## config.mk

```make
export PLATFORM = sky130hd
export DESIGN_NAME = wb_bus_mux_flat
export DESIGN_NICKNAME = d
export VERILOG_FILES = /design/src/rtl/wb_bus_mux_pkg.sv /design/src/rtl/wb_bus_mux_if.sv /design/src/rtl/wb_bus_mux_entropy_reg.sv /design/src/rtl/wb_bus_mux.sv /design/src/flat_wrapper.sv
export SDC_FILE = /design/constraint.sdc
export NUM_CORES = 1
export LEC_CHECK = 0
export BUFFER_PORTS_ARGS = -buffer_cell sky130_fd_sc_hd__buf_2
export CAP_MARGIN = 20
export CORE_AREA = 5 5 98 100
export DETAILED_ROUTE_END_ITERATION = 8
export DIE_AREA = 0 0 103 105
export PLACE_DENSITY = 0.89
export SLEW_MARGIN = 20
export SYNTH_ARGS = -nofsm -noshare
export SYNTH_HDL_FRONTEND = slang
export SYNTH_SLANG_ARGS = --single-unit
```

## constraint.sdc

```tcl
create_clock -name wb_clk_i -period 2 [get_ports wb_clk_i]
set_input_delay 0.1 -clock wb_clk_i [delete_from_list [all_inputs] [get_ports wb_clk_i]]
set_output_delay 0.1 -clock wb_clk_i [all_outputs]
set_load 0.02 [all_outputs]
```

## src/rtl/wb_bus_mux_pkg.sv

```systemverilog
// Shared definitions for the wishbone bus mux: region decode codes and
// debug port geometry.
package wb_bus_mux_pkg;

    typedef enum logic [1:0] {
        REGION_PROG    = 2'b00,
        REGION_PADS    = 2'b01,
        REGION_DEBUG   = 2'b10,
        REGION_ENTROPY = 2'b11
    } region_e;

    localparam int DEBUG_ADDR_W = 5;

endpackage

```

## src/rtl/wb_bus_mux_if.sv

```systemverilog
// Wishbone-classic slave-side bundle between the management bus master
// and the bus mux.
interface wb_bus_mux_if #(
    parameter int WB_WIDTH = 32
);
    logic                wbs_stb_i;
    logic                wbs_cyc_i;
    logic                wbs_we_i;
    logic [WB_WIDTH-1:0] wbs_adr_i;
    logic [WB_WIDTH-1:0] wbs_dat_i;
    logic                wbs_ack_o;
    logic [WB_WIDTH-1:0] wbs_dat_o;

    modport master (
        output wbs_stb_i, wbs_cyc_i, wbs_we_i, wbs_adr_i, wbs_dat_i,
        input  wbs_ack_o, wbs_dat_o
    );

    modport slave (
        input  wbs_stb_i, wbs_cyc_i, wbs_we_i, wbs_adr_i, wbs_dat_i,
        output wbs_ack_o, wbs_dat_o
    );
endinterface

```

## src/rtl/wb_bus_mux_entropy_reg.sv

```systemverilog
// Software entropy accumulator: each enabled cycle rotates the word left
// by one and folds in the supplied data with XOR.
module wb_entropy_reg #(
    parameter int WIDTH = 32
) (
    input  logic             clk_i,
    input  logic             rst_i,
    input  logic             en_i,
    input  logic [WIDTH-1:0] din_i,
    output logic [WIDTH-1:0] word_o
);
    logic [WIDTH-1:0] word_q;
    logic [WIDTH-1:0] word_d;

    always_comb begin
        // NOTE: default first so every path assigns word_d and no latch is inferred.
        word_d = word_q;
        if (en_i) begin
            word_d = {word_q[WIDTH-2:0], word_q[WIDTH-1]} ^ din_i;
        end
    end

    // NOTE: non-blocking assignment keeps register updates race-free between processes.
    always_ff @(posedge clk_i) begin
        if (rst_i) begin
            word_q <= '0;
        end else begin
            word_q <= word_d;
        end
    end

    assign word_o = word_q;
endmodule

```

## src/rtl/wb_bus_mux.sv

```systemverilog
// Wishbone-classic slave splitting the address space into program, pad,
// debug and entropy regions; writes become one-cycle strobes, reads are registered.
module wb_bus_mux
    import wb_bus_mux_pkg::*;
#(
    parameter int LOG_CORES   = 3,
    parameter int PC_WIDTH    = 8,
    parameter int INSTR_WIDTH = 32,
    parameter int DATA_WIDTH  = 16,
    parameter int IO_PINS     = 16,
    parameter int WB_WIDTH    = 32
) (
    input  logic                    wb_clk_i,
    input  logic                    wb_rst_i,
    wb_bus_mux_if.slave             wbs,

    output logic                    prog_we,
    output logic [LOG_CORES-1:0]    prog_sel,
    output logic [PC_WIDTH-1:0]     prog_waddr,
    output logic [INSTR_WIDTH-1:0]  prog_wdata,

    output logic                    pads_we,
    output logic                    pads_waddr,
    output logic [IO_PINS-1:0]      pads_wdata,

    output logic [LOG_CORES-1:0]    debug_sel,
    output logic [DEBUG_ADDR_W-1:0] debug_addr,
    output logic                    debug_we,
    output logic [DATA_WIDTH-1:0]   debug_wdata,
    input  logic [DATA_WIDTH-1:0]   debug_rdata,

    output logic [WB_WIDTH-1:0]     entropy_word
);
    region_e             region;
    logic                req;
    logic                entropy_en;
    logic                unused_adr;

    logic                ack_q,      ack_d;
    logic                prog_we_q,  prog_we_d;
    logic                pads_we_q,  pads_we_d;
    logic                debug_we_q, debug_we_d;
    logic [WB_WIDTH-1:0] dat_q,      dat_d;

    assign region = region_e'(wbs.wbs_adr_i[WB_WIDTH-1 -: 2]);
    assign req    = wbs.wbs_stb_i & wbs.wbs_cyc_i & ~ack_q;

    assign prog_waddr  = wbs.wbs_adr_i[PC_WIDTH-1:0];
    assign prog_sel    = wbs.wbs_adr_i[PC_WIDTH+LOG_CORES-1:PC_WIDTH];
    assign prog_wdata  = wbs.wbs_dat_i[INSTR_WIDTH-1:0];
    assign pads_waddr  = wbs.wbs_adr_i[0];
    assign pads_wdata  = wbs.wbs_dat_i[IO_PINS-1:0];
    assign debug_addr  = wbs.wbs_adr_i[DEBUG_ADDR_W-1:0];
    assign debug_sel   = wbs.wbs_adr_i[DEBUG_ADDR_W+LOG_CORES-1:DEBUG_ADDR_W];
    assign debug_wdata = wbs.wbs_dat_i[DATA_WIDTH-1:0];

    // Address bits between the field decodes and the region bits are don't-care.
    assign unused_adr = ^wbs.wbs_adr_i;

    always_comb begin
        ack_d      = req;
        prog_we_d  = 1'b0;
        pads_we_d  = 1'b0;
        debug_we_d = 1'b0;
        entropy_en = 1'b0;
        dat_d      = dat_q;
        if (req) begin
            if (wbs.wbs_we_i) begin
                dat_d = '0;
                case (region)
                    REGION_PROG:    prog_we_d  = 1'b1;
                    REGION_PADS:    pads_we_d  = 1'b1;
                    REGION_DEBUG:   debug_we_d = 1'b1;
                    REGION_ENTROPY: entropy_en = 1'b1;
                endcase
            end else begin
                case (region)
                    REGION_DEBUG:   dat_d = WB_WIDTH'(debug_rdata);
                    REGION_ENTROPY: dat_d = entropy_word;
                    default:        dat_d = '0;
                endcase
            end
        end
    end

    always_ff @(posedge wb_clk_i) begin
        if (wb_rst_i) begin
            ack_q      <= 1'b0;
            prog_we_q  <= 1'b0;
            pads_we_q  <= 1'b0;
            debug_we_q <= 1'b0;
            dat_q      <= '0;
        end else begin
            ack_q      <= ack_d;
            prog_we_q  <= prog_we_d;
            pads_we_q  <= pads_we_d;
            debug_we_q <= debug_we_d;
            dat_q      <= dat_d;
        end
    end

    wb_entropy_reg #(
        .WIDTH (WB_WIDTH)
    ) u_entropy (
        .clk_i  (wb_clk_i),
        .rst_i  (wb_rst_i),
        .en_i   (entropy_en),
        .din_i  (wbs.wbs_dat_i),
        .word_o (entropy_word)
    );

    assign wbs.wbs_ack_o = ack_q;
    assign wbs.wbs_dat_o = dat_q;
    assign prog_we       = prog_we_q;
    assign pads_we       = pads_we_q;
    assign debug_we      = debug_we_q;
endmodule

```

## src/flat_wrapper.sv

```systemverilog
// flat-port wrapper written by rule: the top's interface ports become plain ports
module wb_bus_mux_flat import wb_bus_mux_pkg::*;
#(
    parameter int LOG_CORES   = 3,
    parameter int PC_WIDTH    = 8,
    parameter int INSTR_WIDTH = 32,
    parameter int DATA_WIDTH  = 16,
    parameter int IO_PINS     = 16,
    parameter int WB_WIDTH    = 32
)
  (wb_clk_i, wb_rst_i, prog_we, prog_sel, prog_waddr, prog_wdata, pads_we, pads_waddr, pads_wdata, debug_sel, debug_addr, debug_we, debug_wdata, debug_rdata, entropy_word, wbs_wbs_stb_i, wbs_wbs_cyc_i, wbs_wbs_we_i, wbs_wbs_adr_i, wbs_wbs_dat_i, wbs_wbs_ack_o, wbs_wbs_dat_o);
  wb_bus_mux_if #(.WB_WIDTH(WB_WIDTH)) wbs_i ();
  input  logic wb_clk_i;
  input  logic wb_rst_i;
  output logic prog_we;
  output logic [LOG_CORES-1:0] prog_sel;
  output logic [PC_WIDTH-1:0] prog_waddr;
  output logic [INSTR_WIDTH-1:0] prog_wdata;
  output logic pads_we;
  output logic pads_waddr;
  output logic [IO_PINS-1:0] pads_wdata;
  output logic [LOG_CORES-1:0] debug_sel;
  output logic [DEBUG_ADDR_W-1:0] debug_addr;
  output logic debug_we;
  output logic [DATA_WIDTH-1:0] debug_wdata;
  input  logic [DATA_WIDTH-1:0] debug_rdata;
  output logic [WB_WIDTH-1:0] entropy_word;
  input wire logic [$bits(wbs_i.wbs_stb_i)-1:0] wbs_wbs_stb_i;
  input wire logic [$bits(wbs_i.wbs_cyc_i)-1:0] wbs_wbs_cyc_i;
  input wire logic [$bits(wbs_i.wbs_we_i)-1:0] wbs_wbs_we_i;
  input wire logic [$bits(wbs_i.wbs_adr_i)-1:0] wbs_wbs_adr_i;
  input wire logic [$bits(wbs_i.wbs_dat_i)-1:0] wbs_wbs_dat_i;
  output wire logic [$bits(wbs_i.wbs_ack_o)-1:0] wbs_wbs_ack_o;
  output wire logic [$bits(wbs_i.wbs_dat_o)-1:0] wbs_wbs_dat_o;
  assign wbs_i.wbs_stb_i = wbs_wbs_stb_i;
  assign wbs_i.wbs_cyc_i = wbs_wbs_cyc_i;
  assign wbs_i.wbs_we_i = wbs_wbs_we_i;
  assign wbs_i.wbs_adr_i = wbs_wbs_adr_i;
  assign wbs_i.wbs_dat_i = wbs_wbs_dat_i;
  assign wbs_wbs_ack_o = wbs_i.wbs_ack_o;
  assign wbs_wbs_dat_o = wbs_i.wbs_dat_o;
  wb_bus_mux #(.LOG_CORES(LOG_CORES), .PC_WIDTH(PC_WIDTH), .INSTR_WIDTH(INSTR_WIDTH), .DATA_WIDTH(DATA_WIDTH), .IO_PINS(IO_PINS), .WB_WIDTH(WB_WIDTH)) u_core (.wb_clk_i(wb_clk_i), .wb_rst_i(wb_rst_i), .wbs(wbs_i), .prog_we(prog_we), .prog_sel(prog_sel), .prog_waddr(prog_waddr), .prog_wdata(prog_wdata), .pads_we(pads_we), .pads_waddr(pads_waddr), .pads_wdata(pads_wdata), .debug_sel(debug_sel), .debug_addr(debug_addr), .debug_we(debug_we), .debug_wdata(debug_wdata), .debug_rdata(debug_rdata), .entropy_word(entropy_word));
endmodule
```

==> metrics, run 1 <==
Non-Filler Instances around 540; GRT Resource Usage Total 16.1%; first-pass GRT wire length approximately 14,000 um; hold path startpoint debug_rdata[9]; cts bufs inserted 9; met1 WL 3460 um; CP Capture Type flop; final total power between 2 and 3 mW; crit-path max FO 18; 1st-iter DRT viols 51; DR top layer met4; CTS Root Cell clkbuf_8; Pint 1.98 mW; Post-synth EDFFs 0; Pleak roughly 1.8 nW; Logic pwr share 16.6%; endpoints failing hold 0; die height 105 um; crit path kind reg2reg; minimum clock period 1.58 ns; Req. time, crit path 2.21 ns; Max Root-Sink Buffers 2; max cap viols 0; ratio of cells with drive above 1 in the final layout a little under three fifths; switching part of the total 29.3%; fmax 0.631 GHz; WL met3 931 um; diode count 0; Yosys cell types 22; CTS tree yes; DP HPWL slightly below 7000 um; Register-to-Register Path Depth 5; final number of setup-violating endpoints 0; Via density 5.01; RSZ-0062 raised after global routing no; Synth async-reset ratio 0%; Final Wtd Congestion ~0.80; Starting Density 40.6%; Crit-path slowest cell dfxtp_1; Mapped Cells around 330; met2 WL 4280 um; worst path bufs/invs 2; actual slew at the worst max-slew pin 0.619 ns; Hold EP u_core.wbs.wbs_dat_o[9]; number of global-route vias before repair 2,785; Fillers about 820; VDD IR max roughly 0.00028 V; most used cell along the critical path buf_4; post-synth top area cell dfxtp_1; fin nets between 500 and 600; share of power burned in registers around half; Routed Antenna Nets 0; worst reg2reg path endpoint u_core.u_entropy.word_o[16]; Tcrit/Tclk final 79.2%; Crit. path cell count 5; commonest cells in the netlist buf_4 (87), dfxtp_1 (68), a21oi_1 (32), xnor2_1 (32), a211oi_2 (30); dominant synthesized flop cell dfxtp_1; I/O pin cnt about 240; Die Footprint 0.0108 sq mm; Core ar. 0.00859 sq mm; largest net degree at the start of global routing 33; PortBufs 186; Yosys reg bits 68; Worst path max stage delay 0.33 ns; synth-to-layout area growth 16.1%; Rel. slew slack 58.7%; critical path's top delay family buffers and inverters; skew final between 0.01 and 0.015 ns; htree depth 3; final setup TNS 0 ns; WL final 8880 um; Mapped Area ~0.0035 sq mm; WL/cell 16.3 um; CTS resizes 0; via count 2,727; main area contributors after synthesis dfxtp_1 (39%), buf_4 (19%), a211oi_2 (11%), xnor2_1 (8.0%), a21oi_1 (4.6%); Sink Count 68; initial antenna violation count 0; reg-to-reg slack, setup 0.42 ns; Hold Path Cell Cnt 3; Synth top area share 39.0%; post-route DRC violation count 0; Die X-Extent 103 um; outcome complete, no violations; Synth Warn # 0; Seq/Total Area, Yosys 39.0%; Slew Viols, Final 0; worst hold-check path type in2reg; Net Switching 0.823 mW; TritonRoute pass-1 iters 4; syn avg cell area 10.5 sq um; clock share of power between 30% and 40%; Post-Syn Nets ~420; cts hold-fix bufs 1; cells along the critical path and4b_1 > buf_4 > and2_2 > buf_4 > a211oi_1; crit path launch type flop; Setup Fix Bufs, Post-CTS 0; grt ovf 0; CP arrival 1.79 ns; clock slew at reported path FFs 0.08 ns; worst skew pair latency 0.33 ns; placed insts 528; # rows 34; pwr dens 693 mW/mm^2; most frequent cell after synthesis buf_4; Critical R2R Launch u_core.wbs.wbs_ack_o
-- layer usage --
metal | vias to the layer above | track usage [%]
li1 | 1291 | -
met1 | 1266 | 18.4
met2 | 148 | 27.3
met3 | 22 | 5.26
met4 | 0 | 6.11
met5 | - | 0
-- metrics by stage --
step	utilization, %	hold slack [ns]	cell area [sq um]	worst slack [ns]
after floorplan	-	0.176	3490	0.454
after global placement	45.2	0.200	3880	0.473
after detailed placement	45.2	0.200	3880	0.438
after CTS	47.1	0.00647	4050	0.418
after global routing	47.1	0.0290	4050	0.289
final	47.1	0.0262	4050	0.416
-- worst max-delay path by stage --
stage / to / slack [ns] / from
2_1_floorplan: u_core.wbs.wbs_dat_o[21] / 0.45 / u_core.wbs.wbs_ack_o
3_3_place_gp: u_core.u_entropy.word_o[15] / 0.47 / u_core.wbs.wbs_ack_o
4_1_cts: u_core.u_entropy.word_o[16] / 0.42 / u_core.wbs.wbs_ack_o
6_report: u_core.u_entropy.word_o[16] / 0.42 / u_core.wbs.wbs_ack_o
3_5_place_dp: u_core.u_entropy.word_o[16] / 0.44 / u_core.wbs.wbs_ack_o
5_1_grt: u_core.wbs.wbs_dat_o[31] / 0.29 / u_core.wbs.wbs_ack_o
-- layout make-up --
type | count | area [sq um] | share of cell area (%)
tap | 108 | 135 | 3.34
clock buffer | 10 | 128 | 3.15
multi-input combinational | 155 | 1380 | 34.0
inverter | 1 | 3.75 | 0.0927
clock inverter | 5 | 30.0 | 0.741
timing repair buffer | 197 | 1020 | 25.1
sequential | 68 | 1360 | 33.6
-- cell usage in the layout, fill, tap and decap left out, types with 3 or more instances in the layout --
master       n
clkbuf_8     9
buf_4       10
xnor2_1     32
dfxtp_1     68
clkinv_2     3
o2bb2ai_1   16
a22o_1      16
mux2i_1     16
a21oi_1     32
buf_2      186
a211oi_2    30
-- cell families (layout without fill, tap and decap cells) --
logic type,after synthesis,in the layout,share of synthesized area (%)
xor+xnor,32,32,8.04
compound gates,97,97,24.0
flops,68,68,39.0
buf+inv,109,213,22.0
mux,16,16,4.59
simple gates,10,10,2.37
-- worst min-delay path: stages --
cell	delay, ns
buf_2	0.08
mux2i_1	0.05
o2bb2ai_1	0.11
-- registers in the layout (all words and copies together) (netlist names) --
register	cells
u_core.wbs.wbs_dat_o	32
u_core.wbs.wbs_ack_o	1
u_core.debug_we	1
u_core.prog_we	1
u_core.pads_we	1
u_core.u_entropy.word_o	32
-- power by group through the flow --
| stage | sequential (mW) | combinational [mW] | clock [mW] |
|---|---|---|---|
| 3_5_place_dp | 1.42 | 0.467 | 0 |
| 5_1_grt | 1.39 | 0.501 | 1.05 |
| 4_1_cts | 1.39 | 0.471 | 0.985 |
| 6_report | 1.39 | 0.466 | 0.948 |
| 2_1_floorplan | 1.44 | 0.402 | 0 |
| 3_3_place_gp | 1.42 | 0.461 | 0 |
No activity file was read; power rests on OpenSTA's default activity.
==> run 2, diff against run 1 <==
--- a/config.mk
+++ b/config.mk
@@ -5,12 +5,13 @@
 export SDC_FILE = /design/constraint.sdc
 export NUM_CORES = 1
 export LEC_CHECK = 0
+export ABC_AREA = 1
 export BUFFER_PORTS_ARGS = -buffer_cell sky130_fd_sc_hd__buf_2
 export CAP_MARGIN = 20
-export CORE_AREA = 5 5 98 100
+export CORE_AREA = 5 5 108 110
 export DETAILED_ROUTE_END_ITERATION = 8
-export DIE_AREA = 0 0 103 105
-export PLACE_DENSITY = 0.89
+export DIE_AREA = 0 0 113 115
+export PLACE_DENSITY = 0.86
 export SLEW_MARGIN = 20
 export SYNTH_ARGS = -nofsm -noshare
 export SYNTH_HDL_FRONTEND = slang
==> constraint.sdc (replaced) <==
create_clock -name wb_clk_i -period 1.3 [get_ports wb_clk_i]
set_input_delay 0.065 -clock wb_clk_i [delete_from_list [all_inputs] [get_ports wb_clk_i]]
set_output_delay 0.065 -clock wb_clk_i [all_outputs]
set_load 0.02 [all_outputs]
==> run 2 against run 1 <==
Against the previous run: clock power up 85%; final area rose by 20%; sequential cell count did not move; area after synthesis increased by 20%; routed wire length increased by 26%; register-to-register slack worse by 0.29 ns; total power increased by 69%; largest cell class unchanged; synthesized cell count increased by 95%.
==> metrics, run 2 <==
outcome complete, no violations; first-pass GRT wire length 17,500 um; Post-Syn Nets 733; CP Capture Type flop; CTS tree yes; GRT Resource Usage Total between 10% and 20%; worst skew pair latency 0.34 ns; Worst path max stage delay 0.37 ns; htree depth 3; clock share of power 36.9%; VDD IR max between 0.0006 and 0.0007 V; Final Wtd Congestion slightly above 0.8; WL final 11,200 um; Seq/Total Area, Yosys roughly a third; GR met3 Demand/Resource 4.79%; largest net degree at the start of global routing 34; Max Root-Sink Buffers 2; Die Footprint 0.0130 sq mm; Via density 4.52; cells along the critical path nand3b_4 > nor2_4 > buf_4 > nor2_1 > nor2_1; die height 115 um; final number of setup-violating endpoints 0; most used cell along the critical path nor2_1; number of global-route vias before repair approximately 3,700; Core ar. 0.0106 sq mm; synth-to-layout area growth 16.0%; Net Switching 1.40 mW; worst path bufs/invs 1; main area contributors after synthesis dfxtp_1 (33%), nand2_1 (17%), buf_4 (16%), nand3_1 (8.5%), nor2_1 (7.3%); global route hottest layer met2; CTS Root Cell clkbuf_8; post-route DRC violation count 0; Fillers 1,107; dominant synthesized flop cell dfxtp_1; DP HPWL 8230 um; Tcrit/Tclk final 90.3%; worst hold-check path type in2reg; Post-synth EDFFs 0; pwr dens 974 mW/mm^2; Pint 3.33 mW; PortBufs 186; cts hold-fix bufs 0; share of power burned in registers 45.2%; Starting Density between 30% and 40%; Crit-path slowest cell dfxtp_1; clock slew at reported path FFs approximately 0.070 ns; Register Area 0.00136 sq mm; skew final about 0.016 ns; RSZ-0062 raised after global routing no; # rows 38; max cap viols 0; final setup TNS 0 ns; fin nets 832; critical path's top delay family simple AND/OR/NAND/NOR gates; crit-path max FO 15; met2 usage 30.2%; Area after DPL roughly 0.0047 sq mm; CP arrival approximately 1.4 ns; TritonRoute pass-1 iters 5; syn avg cell area 6.46 sq um; WL/cell 12.5 um; endpoints failing hold 0; grt ovf 0; I/O pin cnt around 240; Mapped Cells 648; Multi-input gate area 0.00174 sq mm; Sink Count 68; actual slew at the worst max-slew pin 0.377 ns; Slew Viols, Final 0; minimum clock period 1.17 ns; Logic pwr share between 10% and 20%; initial antenna violation count 0; crit path launch type flop; fmax 0.852 GHz; most frequent cells in the layout nand2_1 (193), buf_2 (186), nor2_1 (82); commonest non-fill, non-tap cell in the layout nand2_1; CTS resizes 0; 1st-iter DRT viols between 200 and 300; Pleak 2.51 nW; most frequent cell after synthesis nand2_1; Synth top area share 32.5%; Yosys reg bits 68; Yosys cell types 19; Die X-Extent 113 um; Setup Fix Bufs, Post-CTS 0; crit path kind reg2reg; final non-filler cell area just under 0.005 sq mm; switching part of the total between 20 and 30%; Mapped Area 0.00419 sq mm; commonest cells in the netlist nand2_1 (193), buf_4 (90), nor2_1 (82); diode count 0; Synth Warn # 0; Req. time, crit path between 1.5 and 2 ns; post-synth top area cell dfxtp_1; cts bufs inserted 9; Synth async-reset ratio 0%; via count 4,025; Routed Antenna Nets 0; grt met1 use 19.0%; Rel. slew slack 74.8%; ratio of cells with drive above 1 in the final layout 31.2%
==> run 2: cell families (layout without fill, tap and decap cells) <==
family	count (synthesis)	in the layout	synth area share, %
AND/OR/NAND/NOR	365	365	37.7
flip-flops	68	68	32.5
AO/OA/AOI/OAI	32	32	3.82
buffers and inverters	183	286	26.0
==> run 2: cell type report <==
cell class                 instances  share of cell area (%)
clock buffer                      11                    2.91
clock inverter                     4                    1.03
sequential                        68                    28.0
timing repair buffer             203                    23.3
multi-input combinational        397                    35.8
tap                              140                    3.61
inverter                          68                    5.26
==> run 2: final timing paths <==
check / start / to / cells past startpoint / slack [ns]
worst min register to register: u_core.wbs.wbs_dat_o[4] / u_core.wbs.wbs_dat_o[4] / 2 / 0.46
worst min-delay path: debug_rdata[2] / u_core.wbs.wbs_dat_o[2] / 5 / 0.09
worst max register to register: u_core.wbs.wbs_ack_o / u_core.u_entropy.word_o[10] / 5 / 0.13
worst max-delay path: u_core.wbs.wbs_ack_o / u_core.u_entropy.word_o[10] / 5 / 0.13
==> run 2: power groups by stage <==
| stage | logic, mW | clock network, mW | registers (mW) |
|---|---|---|---|
| 2_1_floorplan | 0.699 | 0 | 2.22 |
| 3_3_place_gp | 0.844 | 0 | 2.19 |
| 3_5_place_dp | 0.854 | 0 | 2.19 |
| 4_1_cts | 0.857 | 1.82 | 2.14 |
| 5_1_grt | 0.931 | 1.89 | 2.14 |
| 6_report | 0.846 | 1.75 | 2.14 |
==> run 2: per-stage QoR <==
step / cells / utilization (%) / setup WS [ns] / total power, mW / hold slack (ns)
after floorplan: 648 / - / 0.0788 / 2.92 / 0.243
after global placement: 876 / 44.0 / 0.145 / 3.03 / 0.130
after detailed placement: 876 / 44.0 / 0.124 / 3.04 / 0.130
after CTS: 891 / 45.8 / 0.119 / 4.81 / 0.0615
after global routing: 891 / 45.8 / 0.0237 / 4.97 / 0.0728
final: 891 / 45.8 / 0.126 / 4.73 / 0.0910
==> run 2: per-layer routing <==
metal  up-vias  wire length, um
met4         0              171
li1       2091                -
met1      1754             4540
met2       161             5570
met5         -                0
met3        19              897
==> run 2: worst register-to-register path: stages (launching register included) <==
cell and delay [ns]:
dfxtp_1 0.37, nand3b_4 0.22, nor2_4 0.13, buf_4 0.23, nor2_1 0.06, nor2_1 0.11
==> run 3, diff against run 2 <==
--- a/config.mk
+++ b/config.mk
@@ -12,6 +12,7 @@
 export DETAILED_ROUTE_END_ITERATION = 8
 export DIE_AREA = 0 0 113 115
 export PLACE_DENSITY = 0.86
+export REMOVE_ABC_BUFFERS = 1
 export SLEW_MARGIN = 20
 export SYNTH_ARGS = -nofsm -noshare
 export SYNTH_HDL_FRONTEND = slang
==> run 3 against run 2 <==
Against the previous run: utilization fell by 0.26 points; sequential cell count unchanged; clock power down 13%; final area is 0.57% lower; cell count grew 0.11%; first-iteration DRC count fell by 26%; largest cell class unchanged; setup slack worse by 0.00062 ns; critical endpoint is now u_core.wbs.wbs_dat_o[10]; hold slack worse by 0.0043 ns.
==> metrics, run 3 (synthesis gave the netlist of run 2 again) <==
outcome complete, no violations; via count 4,046; crit-path max FO 10; cts bufs inserted 9; I/O pin cnt 237; WL final 11,500 um; Die X-Extent around 110 um; Die Footprint 0.0130 sq mm; crit path kind reg2reg; Via density 4.54; met2 WL about 5500 um; cells along the critical path nand3b_4 > buf_4 > nand2_1 > a21oi_1; CP arrival between 1 and 1.5 ns; post-route DRC violation count 0; ratio of cells with drive above 1 in the final layout 31.1%; minimum clock period 1.17 ns; VDD IR max between 0.0004 and 0.0005 V; synth-to-layout area growth 15.3%; 1st-iter DRT viols 209; initial antenna violation count 0; Core ar. 0.0106 sq mm; largest net degree at the start of global routing 38; crit path to u_core.wbs.wbs_dat_o[10]; RSZ-0062 raised after global routing no; diode count 0; Max Root-Sink Buffers 2; pwr dens 933 mW/mm^2; worst skew pair latency 0.33 ns; met1 WL 4660 um; Worst path max stage delay roughly 0.46 ns; CTS resizes 0; endpoints failing hold 0; DR top layer met4; Rel. slew slack 73.1%; Sink Count 68; grt ovf 0; crit path from u_core.wbs.wbs_ack_o; clock slew at reported path FFs 0.07 ns; CTS Root Cell clkbuf_8; max cap viols 0; Routed Antenna Nets 0; Pleak around 2.5 nW; Hold Path Cell Cnt 5; Slew Viols, Final 0; Final Wtd Congestion 0.733; TritonRoute pass-1 iters 4; first-pass GRT wire length around 18,000 um; number of global-route vias before repair 3,579; Crit-path slowest cell dfxtp_1; fmax between 0.8 and 0.9 GHz; # rows 38; Critical R2R Launch u_core.wbs.wbs_ack_o; CTS tree yes; final total power 4.51 mW; Req. time, crit path 1.56 ns; actual slew at the worst max-slew pin between 0.4 and 0.5 ns; htree depth 3; commonest non-fill, non-tap cell in the layout nand2_1; WL/cell 12.9 um; Fillers 1,128; die height 115 um; Tcrit/Tclk final about nine tenths; Setup Fix Bufs, Post-CTS 0; skew final between 0.009 and 0.01 ns; reg-to-reg slack, setup 0.13 ns; Register-to-Register Path Depth 4; Starting Density 39.5%; cts hold-fix bufs 0; WL met3 1190 um; CP Capture Type flop; worst reg2reg path endpoint u_core.wbs.wbs_dat_o[10]; worst hold-check path type in2reg; GRT Resource Usage Total 17.1%; final setup TNS 0 ns; DP HPWL 8690 um; final number of setup-violating endpoints 0; PortBufs 186; most frequent cells in the layout nand2_1 (193), buf_2 (186), nor2_1 (82); fin nets 833; crit path launch type flop
run 3: changes by cell type in the layout (fill, tap and decap cells not counted):
cell        delta
buf_12         -1
buf_4          +2
bufinv_16      -1
clkbuf_1       +1
clkbuf_8       +1
clkinv_2       +1
clkinvlp_4     -2
run 3: stage by stage:
step	std cells	area, sq um	hold WS (ns)	worst slack [ns]	util [%]
4_1_cts	892	4830	0.0636	0.110	45.5
2_1_floorplan	533	3360	0.130	-0.268	-
3_5_place_dp	877	4660	0.130	0.117	43.9
3_3_place_gp	877	4660	0.130	0.183	43.9
5_1_grt	892	4830	0.0809	0.00103	45.5
6_report	892	4830	0.0867	0.126	45.5
run 3: cell type report:
cell class | instances | area [sq um] | area share (%)
Multi-Input combinational cell | 397 | 1740 | 36.0
Sequential cell | 68 | 1360 | 28.2
Clock buffer | 13 | 159 | 3.29
Inverter | 68 | 255 | 5.29
Timing Repair Buffer | 204 | 1130 | 23.4
Tap cell | 140 | 175 | 3.63
Clock inverter | 2 | 10.0 | 0.207
run 3: worst max-delay path: cells and delay by family (launching register included):
family,cells,cell delay [ns]
AND/OR/NAND/NOR,2,0.30
buffers and inverters,1,0.19
AO/OA/AOI/OAI,1,0.15
flip-flops,1,0.46
run 3: power breakdown:
part | switching, mW | total [mW] | leakage [nW] | internal (mW)
registers | 0.0293 | 2.14 | 0.549 | 2.11
clock network | 0.748 | 1.53 | 0.0893 | 0.782
logic | 0.553 | 0.837 | 1.87 | 0.284
total | 1.33 | 4.51 | 2.51 | 3.18
run 3: worst min-delay path by stage:
stage / slack [ns] / startpoint / end
2_1_floorplan: 0.13 / wbs_wbs_adr_i[0] / debug_addr[0]
6_report: 0.09 / debug_rdata[12] / u_core.wbs.wbs_dat_o[12]
4_1_cts: 0.06 / debug_rdata[9] / u_core.wbs.wbs_dat_o[9]
3_5_place_dp: 0.13 / wbs_wbs_adr_i[8] / prog_sel[0]
3_3_place_gp: 0.13 / wbs_wbs_adr_i[8] / prog_sel[0]
5_1_grt: 0.08 / debug_rdata[3] / u_core.wbs.wbs_dat_o[3]
run 3: layer usage:
metal / vias to the layer above / GRT usage [%]
li1: 2091 / -
met1: 1786 / 19.9
met2: 154 / 28.9
met3: 15 / 6.84
met4: 0 / 5.77
met5: - / 0
